**src/rtl/tmds_pkg.sv**
```systemverilog
// rtl/tmds_pkg.sv - shared TMDS control tokens, alignment FSM states and default limits
package tmds_pkg;

  localparam logic [9:0] TOKEN_C00 = 10'b1101010100;
  localparam logic [9:0] TOKEN_C01 = 10'b0010101011;
  localparam logic [9:0] TOKEN_C10 = 10'b0101010100;
  localparam logic [9:0] TOKEN_C11 = 10'b1010101011;

  localparam int DEF_TOKEN_RUN      = 8;
  localparam int DEF_SEARCH_TIMEOUT = 4096;
  localparam int DEF_SLIP_SETTLE    = 16;
  localparam int DEF_LOCK_LOSS      = 4096;

  typedef enum logic [1:0] {
    ST_SEARCH,
    ST_SLIP,
    ST_WAIT,
    ST_LOCKED
  } align_state_t;

  // Returns {hit, C1, C0} for a raw channel word.
  function automatic logic [2:0] token_match(input logic [9:0] w);
    logic [2:0] r;
    r = 3'b000;
    case (w)
      TOKEN_C00: r = 3'b100;
      TOKEN_C01: r = 3'b101;
      TOKEN_C10: r = 3'b110;
      TOKEN_C11: r = 3'b111;
      default:   r = 3'b000;
    endcase
    return r;
  endfunction

endpackage

```
**src/rtl/tmds_align_fsm.sv**
```systemverilog
// rtl/tmds_align_fsm.sv - word-alignment FSM: token run counter, timers, bitslip request and lock flag
module tmds_align_fsm
  import tmds_pkg::*;
#(
  parameter int TOKEN_RUN      = DEF_TOKEN_RUN,
  parameter int SEARCH_TIMEOUT = DEF_SEARCH_TIMEOUT,
  parameter int SLIP_SETTLE    = DEF_SLIP_SETTLE,
  parameter int LOCK_LOSS      = DEF_LOCK_LOSS
) (
  input  logic PixelClk,
  input  logic aRst_n,
  input  logic is_token,
  output logic pBitslip,
  output logic pAligned
);

  localparam int TMAX_A    = (SEARCH_TIMEOUT > LOCK_LOSS) ? SEARCH_TIMEOUT : LOCK_LOSS;
  localparam int TIMER_MAX = (TMAX_A > SLIP_SETTLE) ? TMAX_A : SLIP_SETTLE;
  localparam int TW        = $clog2(TIMER_MAX) + 1;
  localparam int RW        = $clog2(TOKEN_RUN) + 1;

  align_state_t  state;
  logic [TW-1:0] timer;
  logic [RW-1:0] run_cnt;
  logic [RW-1:0] run_next;

  always_comb begin
    run_next = '0;
    if (is_token)
      run_next = (run_cnt == RW'(TOKEN_RUN)) ? run_cnt : run_cnt + 1'b1;
  end

  // A single timer serves search timeout, settle wait and lock loss; it clears on every state change.
  always_ff @(posedge PixelClk or negedge aRst_n) begin
    if (!aRst_n) begin
      state    <= ST_SEARCH;
      timer    <= '0;
      run_cnt  <= '0;
      pBitslip <= 1'b0;
      pAligned <= 1'b0;
    end else begin
      pBitslip <= 1'b0;
      run_cnt  <= run_next;
      case (state)
        ST_SEARCH: begin
          if (run_next == RW'(TOKEN_RUN)) begin
            state    <= ST_LOCKED;
            timer    <= '0;
            run_cnt  <= '0;
            pAligned <= 1'b1;
          end else if (timer == TW'(SEARCH_TIMEOUT - 1)) begin
            state    <= ST_SLIP;
            timer    <= '0;
            run_cnt  <= '0;
            pBitslip <= 1'b1;
          end else begin
            timer <= timer + 1'b1;
          end
        end
        ST_SLIP: begin
          state   <= ST_WAIT;
          timer   <= '0;
          run_cnt <= '0;
        end
        ST_WAIT: begin
          if (timer == TW'(SLIP_SETTLE - 1)) begin
            state   <= ST_SEARCH;
            timer   <= '0;
            run_cnt <= '0;
          end else begin
            timer <= timer + 1'b1;
          end
        end
        ST_LOCKED: begin
          if (is_token) begin
            timer <= '0;
          end else if (timer == TW'(LOCK_LOSS - 1)) begin
            state    <= ST_SEARCH;
            timer    <= '0;
            run_cnt  <= '0;
            pAligned <= 1'b0;
          end else begin
            timer <= timer + 1'b1;
          end
        end
        default: begin
          state <= ST_SEARCH;
          timer <= '0;
        end
      endcase
    end
  end

endmodule

```
**src/rtl/tmds_decoder.sv**
```systemverilog
// rtl/tmds_decoder.sv - TMDS channel decoder with token-based word alignment
// Optional running-disparity checker enabled by TMDS_DECODER_DISP_CHECK_EN.
module tmds_decoder
  import tmds_pkg::*;
#(
  parameter int TOKEN_RUN      = DEF_TOKEN_RUN,
  parameter int SEARCH_TIMEOUT = DEF_SEARCH_TIMEOUT,
  parameter int SLIP_SETTLE    = DEF_SLIP_SETTLE,
  parameter int LOCK_LOSS      = DEF_LOCK_LOSS
) (
  input  logic        PixelClk,
  input  logic        aRst_n,
  input  logic [9:0]  pDataInRaw,
  output logic [7:0]  pDataOut,
  output logic        pC0,
  output logic        pC1,
  output logic        pVde,
  output logic        pBitslip,
  output logic        pAligned
`ifdef TMDS_DECODER_DISP_CHECK_EN
  ,
  output logic        pDispErr,
  output logic [15:0] pErrCnt
`endif
);

  logic [9:0] raw_q;
  logic       tok_q;
  logic [1:0] code_q;
  logic [7:0] d;
  logic [7:0] dec;

  always_ff @(posedge PixelClk or negedge aRst_n) begin
    if (!aRst_n) begin
      raw_q  <= '0;
      tok_q  <= 1'b0;
      code_q <= '0;
    end else begin
      raw_q             <= pDataInRaw;
      {tok_q, code_q}   <= token_match(pDataInRaw);
    end
  end

  always_comb begin
    dec    = '0;
    d      = raw_q[9] ? ~raw_q[7:0] : raw_q[7:0];
    dec[0] = d[0];
    for (int i = 1; i < 8; i++)
      dec[i] = raw_q[8] ? (d[i] ^ d[i-1]) : ~(d[i] ^ d[i-1]);
  end

  // Video is gated until alignment locks; control bits keep tracking tokens regardless.
  always_ff @(posedge PixelClk or negedge aRst_n) begin
    if (!aRst_n) begin
      pDataOut <= '0;
      pVde     <= 1'b0;
      pC0      <= 1'b0;
      pC1      <= 1'b0;
    end else if (tok_q) begin
      pDataOut   <= '0;
      pVde       <= 1'b0;
      {pC1, pC0} <= code_q;
    end else begin
      pVde     <= pAligned;
      pDataOut <= pAligned ? dec : '0;
    end
  end

  tmds_align_fsm #(
    .TOKEN_RUN      (TOKEN_RUN),
    .SEARCH_TIMEOUT (SEARCH_TIMEOUT),
    .SLIP_SETTLE    (SLIP_SETTLE),
    .LOCK_LOSS      (LOCK_LOSS)
  ) u_align (
    .PixelClk (PixelClk),
    .aRst_n   (aRst_n),
    .is_token (tok_q),
    .pBitslip (pBitslip),
    .pAligned (pAligned)
  );

`ifdef TMDS_DECODER_DISP_CHECK_EN
  logic signed [5:0] disp;
  logic [6:0]        disp_sum;
  logic signed [5:0] disp_sat;
  logic              over_new;
  logic              over_old;

  // Accumulator saturates rather than wraps so a long excursion stays flagged as out of range.
  always_comb begin
    disp_sum = {disp[5], disp} + {2'b00, 4'($countones(raw_q)), 1'b0} - 7'd10;
    if ($signed(disp_sum) > 7'sd31)
      disp_sat = 6'b011111;
    else if ($signed(disp_sum) < -7'sd32)
      disp_sat = 6'b100000;
    else
      disp_sat = disp_sum[5:0];
    over_new = (disp_sat > 6'sd10) || (disp_sat < -6'sd10);
    over_old = (disp > 6'sd10) || (disp < -6'sd10);
  end

  always_ff @(posedge PixelClk or negedge aRst_n) begin
    if (!aRst_n) begin
      disp     <= '0;
      pDispErr <= 1'b0;
      pErrCnt  <= '0;
    end else begin
      pDispErr <= 1'b0;
      if (tok_q) begin
        disp <= '0;
      end else if (pAligned) begin
        disp <= disp_sat;
        if (over_new && !over_old) begin
          pDispErr <= 1'b1;
          if (pErrCnt != 16'hFFFF)
            pErrCnt <= pErrCnt + 16'd1;
        end
      end
    end
  end
`endif

endmodule

```
**config.mk**
```make
export PLATFORM = sky130hd
export DESIGN_NAME = tmds_decoder
export DESIGN_NICKNAME = d
export VERILOG_FILES = /design/src/rtl/tmds_pkg.sv /design/src/rtl/tmds_align_fsm.sv /design/src/rtl/tmds_decoder.sv
export SDC_FILE = /design/constraint.sdc
export NUM_CORES = 1
export LEC_CHECK = 0
export ABC_CLOCK_PERIOD_IN_PS = 5500
export CAP_MARGIN = 20
export CORE_ASPECT_RATIO = 0.75
export CORE_MARGIN = 10
export CORE_UTILIZATION = 55
export CTS_CLUSTER_SIZE = 40
export DETAILED_ROUTE_END_ITERATION = 12
export PLACE_DENSITY = 0.8
export SETUP_SLACK_MARGIN = 0.1
export SYNTH_ARGS = -nofsm -noshare
export SYNTH_HDL_FRONTEND = slang
export SYNTH_SLANG_ARGS = --single-unit
export TNS_END_PERCENT = 10
```
**constraint.sdc**
```tcl
create_clock -name PixelClk -period 5.5 [get_ports PixelClk]
set_input_delay 1.375 -clock PixelClk [delete_from_list [all_inputs] [get_ports PixelClk]]
set_output_delay 1.375 -clock PixelClk [all_outputs]
set_load 0.03 [all_outputs]
```
# Yosys cells after proc, flatten, opt, wreduce, memory -nomap -nowiden
# Index checks and enable logic that the tools add are counted.
# W data, S select, Z words.
word_totals:
  ram_bits: 0
  romBits: 0
  reg_bits: 45
  memories: 0
  latchBits: 0
op_classes:
  n_reduce_logical: 4
  n_bitwise: 15
  mul: 0
  n_div: 0
  shift: 0
  n_mux: 37
  add_sub_neg: 2
  n_eq_ne: 16
  order_cmp: 0
ops:
  columns: ["operator", "count"]
  rows:
  - ["$mux W13", 4]
  - ["$pmux W13 S4", 1]
  - ["$mux W4", 6]
  - ["$mux W8", 3]
  - ["$eq A10 B10 Y1 const B", 2]
  - ["$pmux W4 S4", 1]
  - ["$mux W1", 14]
  - ["$add A13 B1 Y13 const B", 1]
  - ["$eq A13 B12 Y1 const B", 1]
  - ["$eq A13 B4 Y1 const B", 1]
  - ["$pmux W3 S4", 1]
  - ["$eq A10 B8 Y1 const B", 1]
  - ["$eq A10 B9 Y1 const B", 1]
  - ["$mux W2", 5]
  - ["$eq A4 B4 Y1 const B", 2]
  - ["$not A8 Y8", 1]
  - ["$pmux W2 S4", 1]
  - ["$reduce_and A4 Y1", 2]
  - ["$not A1 Y1", 7]
  - ["$xor A1 B1 Y1", 7]
  - ["$ne A2 B1 Y1 const B", 3]
  - ["$add A4 B1 Y4 const B", 1]
  - ["$eq A2 B2 Y1 const B", 2]
  - ["$ne A3 B1 Y1 const B", 1]
  - ["other kinds (5)", 5]

# Longest topological paths before layout
logic_depth:
  word_depth: 7
  depth_mapped: 8
  ltp_nobuf: 7

# Hierarchy
# From an unflattened synthesis, not the netlist that was laid out.
unflattened:
  hier_cells: 173
  hier_area_um2: 2035.7
modules_own_cells:
  columns: ["mod", "area_per_inst_um2", "instances", "seq_area_each_um2", "cells_each"]
  rows:
  - ["tmds_align_fsm", 1107.3, 1, 525.5, 111]
  - ["tmds_decoder", 928.4, 1, 600.6, 62]

# Least setup slack after synthesis
# Ideal clock, no wire load.
synth_path:
  kind: "input to register"
  from: "in pDataInRaw[4]"
  to: "reg code_q[1]"
  slack_ps: 3515
  setup_ps: 80
  path_buffers: 0
  arrival_time_ps: 1906
  required_ps: 5420
  path_stages: 3
  path_cell_list: "nor4bb_1 nand4b_1 mux2i_1"
synth_via:
  elab_chain_len: 2
  elab_cells_between_ends: 5
  cone_classes: "eq/ne (4); mux (1)"
synth_rtl:
  columns: ["element", "line", "source"]
  rows:
  - ["start: declaration", "tmds_decoder.sv:13", "input logic [9:0] pDataInRaw,"]
  - ["$eq A10 B10 Y1 (tied with other cells)", "tmds_pkg.sv:25", "case (w)"]
  - ["$pmux W3 S4 (*)", "tmds_pkg.sv:25", null]
  - ["end signal: assignment", "tmds_decoder.sv:40", "{tok_q, code_q} <= token_match(pDataInRaw);"]
  - ["end: declaration", "tmds_decoder.sv:29", "logic [1:0] code_q;"]
# Mark *: on every way between the ends. The rest lies on a longest branch, timed or not.
# A chain may end at the register's enable or synchronous reset.

# Worst setup path after layout
layout_path:
  from: "reg u_align.pAligned"
  to: "out pAligned"
layout_lines:
  columns: ["element", "line", "source"]
  rows:
  - ["start: declaration", "tmds_align_fsm.sv:14", "output logic pAligned"]
  - ["start signal: assignment", "tmds_align_fsm.sv:40", "pAligned <= 1'b0;"]
  - ["start signal: assignment", "tmds_align_fsm.sv:50", "pAligned <= 1'b1;"]
  - ["start signal: assignment", "tmds_align_fsm.sv:81", "pAligned <= 1'b0;"]
  - ["end: declaration", "tmds_decoder.sv:19", "output logic pAligned"]
# No word-level cell between the ends.

==> flow_summary.toml <==
[clocking]
post_cts_buffers = 0
ctsHtreeMaxLevel = 2
cts-hold-fix-buffers = 0
cts_buffer_depth = 2
cts_resized = 0
worstSkewPairLatency_ns = 0.30
tritoncts = "yes"
clk_pin_slew_ns = 0.08
cts-root-buf = "clkbuf_8"
cts_sinks = 45
cts_buffers = 5

[synth]
ys_seq_elements = 45
ys_seq_area_share_pct = 57.5
yosysWarningCount = 0
synthArstFlopShare_pct = 100
synth_ff_type = "dfrtp_1"
syn_nets = 189
synth_cell_types = 43
synth_edf_count = 0
syn-mean-instance-area_sq_um = 11.2
netlist_area_sq_um = 1960
syn_inst = 174

[detailed_routing]
wirelength_um = 3810
drc = 0
viasPerCell = 5.60
drt_first_pass_iters = 4
vias = 1344
drt-initial-drc-count = 117
postRouteAntennaNets = 0
routedWlPerCell_um = 15.9

[placed_design]
globalplace.congestion = 0.869
io_buffers = 24
place_ws_ns = 2.85
dpl.hpwl_um = 2860

[worst_setup_path]
critPathKind = "flop to output port"
crit_slowest_cell = "clkdlybuf4s50_1"
critPathTopFamily = "buffers and inverters"
end_kind = "output port"
crit_buf_inv = 1
worst_setup_path_start_kind = "flop"
arrival_ns = 1.38
slowest_delay_ns = 0.69
crit_path_cell_trace = "clkdlybuf4s50_1"
worstPathRequired_ns = 4.12
critPathMaxFanout = 3

[global_routing]
grt_pass1_vias = 1375
grt_pass1_wl_um = 6640
antenna_found_initial = 0
grt_max_degree = 46
grt_overflow = 0
grt_usage_pct = 13.4

[sta]
skew_ns = 0.00544
layout_setup_ws_ns = 2.75
tns_ns = 0
slew_headroom_pct = 35.8
setup_viol = 0
hold_viol = 0
fin_crit_sh_pct = 50.0
grt_setup_unrepaired = "no"
timing.hold.ws_ns = 0.479
min_period_ns = 2.75
final_max_slew_viol_count = 0
tightestPinTransition_ns = 0.963
max_freq_mhz = 364

[die]
rows = 18
die_h_um = 71.7
initial_utilization_pct = 58.3
dieArea_sq_um = 6370
pin_count = 25
fp.coreArea_sq_um = 3360
die_w_um = 88.9

[status]
outcome = "complete, no violations"

[pwr]
vdd_drop_max_uv = 279
powerDensity_nw_per_um2 = 268
p_leak_nw = 1.04
p_total_mw = 0.623

[final_layout]
syn_to_final_growth_pct = 18.9
nets = 214
drive_gt1_share_pct = 9.00
antenna_cells = 0

[hold_path]
hp-class = "flop to flop"

[flow_run]
maxCapViolations = 0
worst paths after layout:
check,startpoint,end,slack (ns),cells after the start
min,u_align.timer[0],u_align.timer[0],0.48,1
max reg2reg,u_align.timer[0],u_align.timer[7],3.14,6
min reg2reg,u_align.timer[0],u_align.timer[0],0.48,1
min in group asynchronous,aRst_n,raw_q[6],1.23,1
max in group asynchronous,aRst_n,u_align.timer[9],3.68,1
max,u_align.pAligned,pAligned,2.75,1
area by class of cell:
cell class,instances,area [sq um]
Multi-Input combinational cell,118,781
Fill cell,239,1030
Clock buffer,7,86.3
Timing Repair Buffer,24,235
Tap cell,40,50.0
Inverter,5,18.8
Clock inverter,1,30.0
Sequential cell,45,1130
cells in the final DEF, fill, tap and decap left out, drive strengths merged, types with 4 or more instances in the layout:
master / Yosys / layout
nand4: 4 / 4
xor2: 6 / 6
clkbuf: 4 / 7
nand3: 7 / 7
inv: 5 / 5
dfrtp: 45 / 45
nand2: 12 / 12
clkdlybuf4s50: 0 / 23
nor2: 28 / 28
xnor2: 16 / 16
cells by family (layout without fill, tap and decap cells):
family / after synthesis / in the layout / share of synthesized area [%]
AO/OA/AOI/OAI: 15 / 15 / 5.82
XOR/XNOR: 22 / 22 / 9.85
adder cells (fa/ha/maj): 3 / 3 / 1.92
buffers and inverters: 11 / 37 / 2.56
flip-flops: 45 / 45 / 57.5
multiplexers: 4 / 4 / 2.17
AND/OR/NAND/NOR: 74 / 74 / 20.1
cells in the mapped netlist, drive strengths merged, types with 2 or more instances:
cell type,count,area [sq um]
a21oi,2,10.0
inv,5,18.8
mux2,2,22.5
mux2i,2,20.0
nand2,12,45.0
xor2,6,52.6
nor2b,2,12.5
a21boi,2,18.8
and4,3,27.5
nor4bb,2,20.0
nand3,7,40.0
xnor2,16,140
nor4,3,18.8
nand4,4,25.0
nor2,28,105
ha,3,37.5
clkbuf,4,15.0
nand2b,2,12.5
nand4b,2,17.5
o21ai,2,10.0
and3,2,12.5
buf,2,16.3
dfrtp,45,1130
metrics by stage:
stage,utilization [%],instances,instance area [sq um]
6_report,69.4,240,2330
3_5_place_dp,65.9,232,2210
4_1_cts,69.4,240,2330
2_1_floorplan,-,174,1960
3_3_place_gp,65.9,232,2210
5_1_grt,69.4,240,2330
metal layers:
metal / up-vias / GRT usage, % / wire length (um)
met5: - / 0 / 0
met4: 0 / 5.72 / 76
met3: 10 / 4.29 / 199
met2: 34 / 21.3 / 1810
met1: 655 / 16.3 / 1730
li1: 645 / - / -
state kept, by name, summed over array words and instances (netlist names):
signal	cells
code_q	2
u_align.run_cnt	4
u_align.pAligned	1
u_align.state	2
pDataOut	8
u_align.timer	13
u_align.pBitslip	1
tok_q	1
pC0	1
pC1	1
raw_q	10
pVde	1
power by group:
group          total (mW)  internal [mW]  switching [mW]
sequential          0.338          0.334         0.00340
clock               0.256          0.148           0.107
combinational      0.0293         0.0151          0.0141
worst reg2reg max path, cell delays in order, from the launching register on:
cell and delay (ns):
dfrtp_1 0.39, ha_1 0.23, nand3_2 0.18, or4_4 0.59
a31oi_1 0.23, a21boi_2 0.50, nor2_1 0.11
Note: power is estimated with default switching activity, not from simulation.
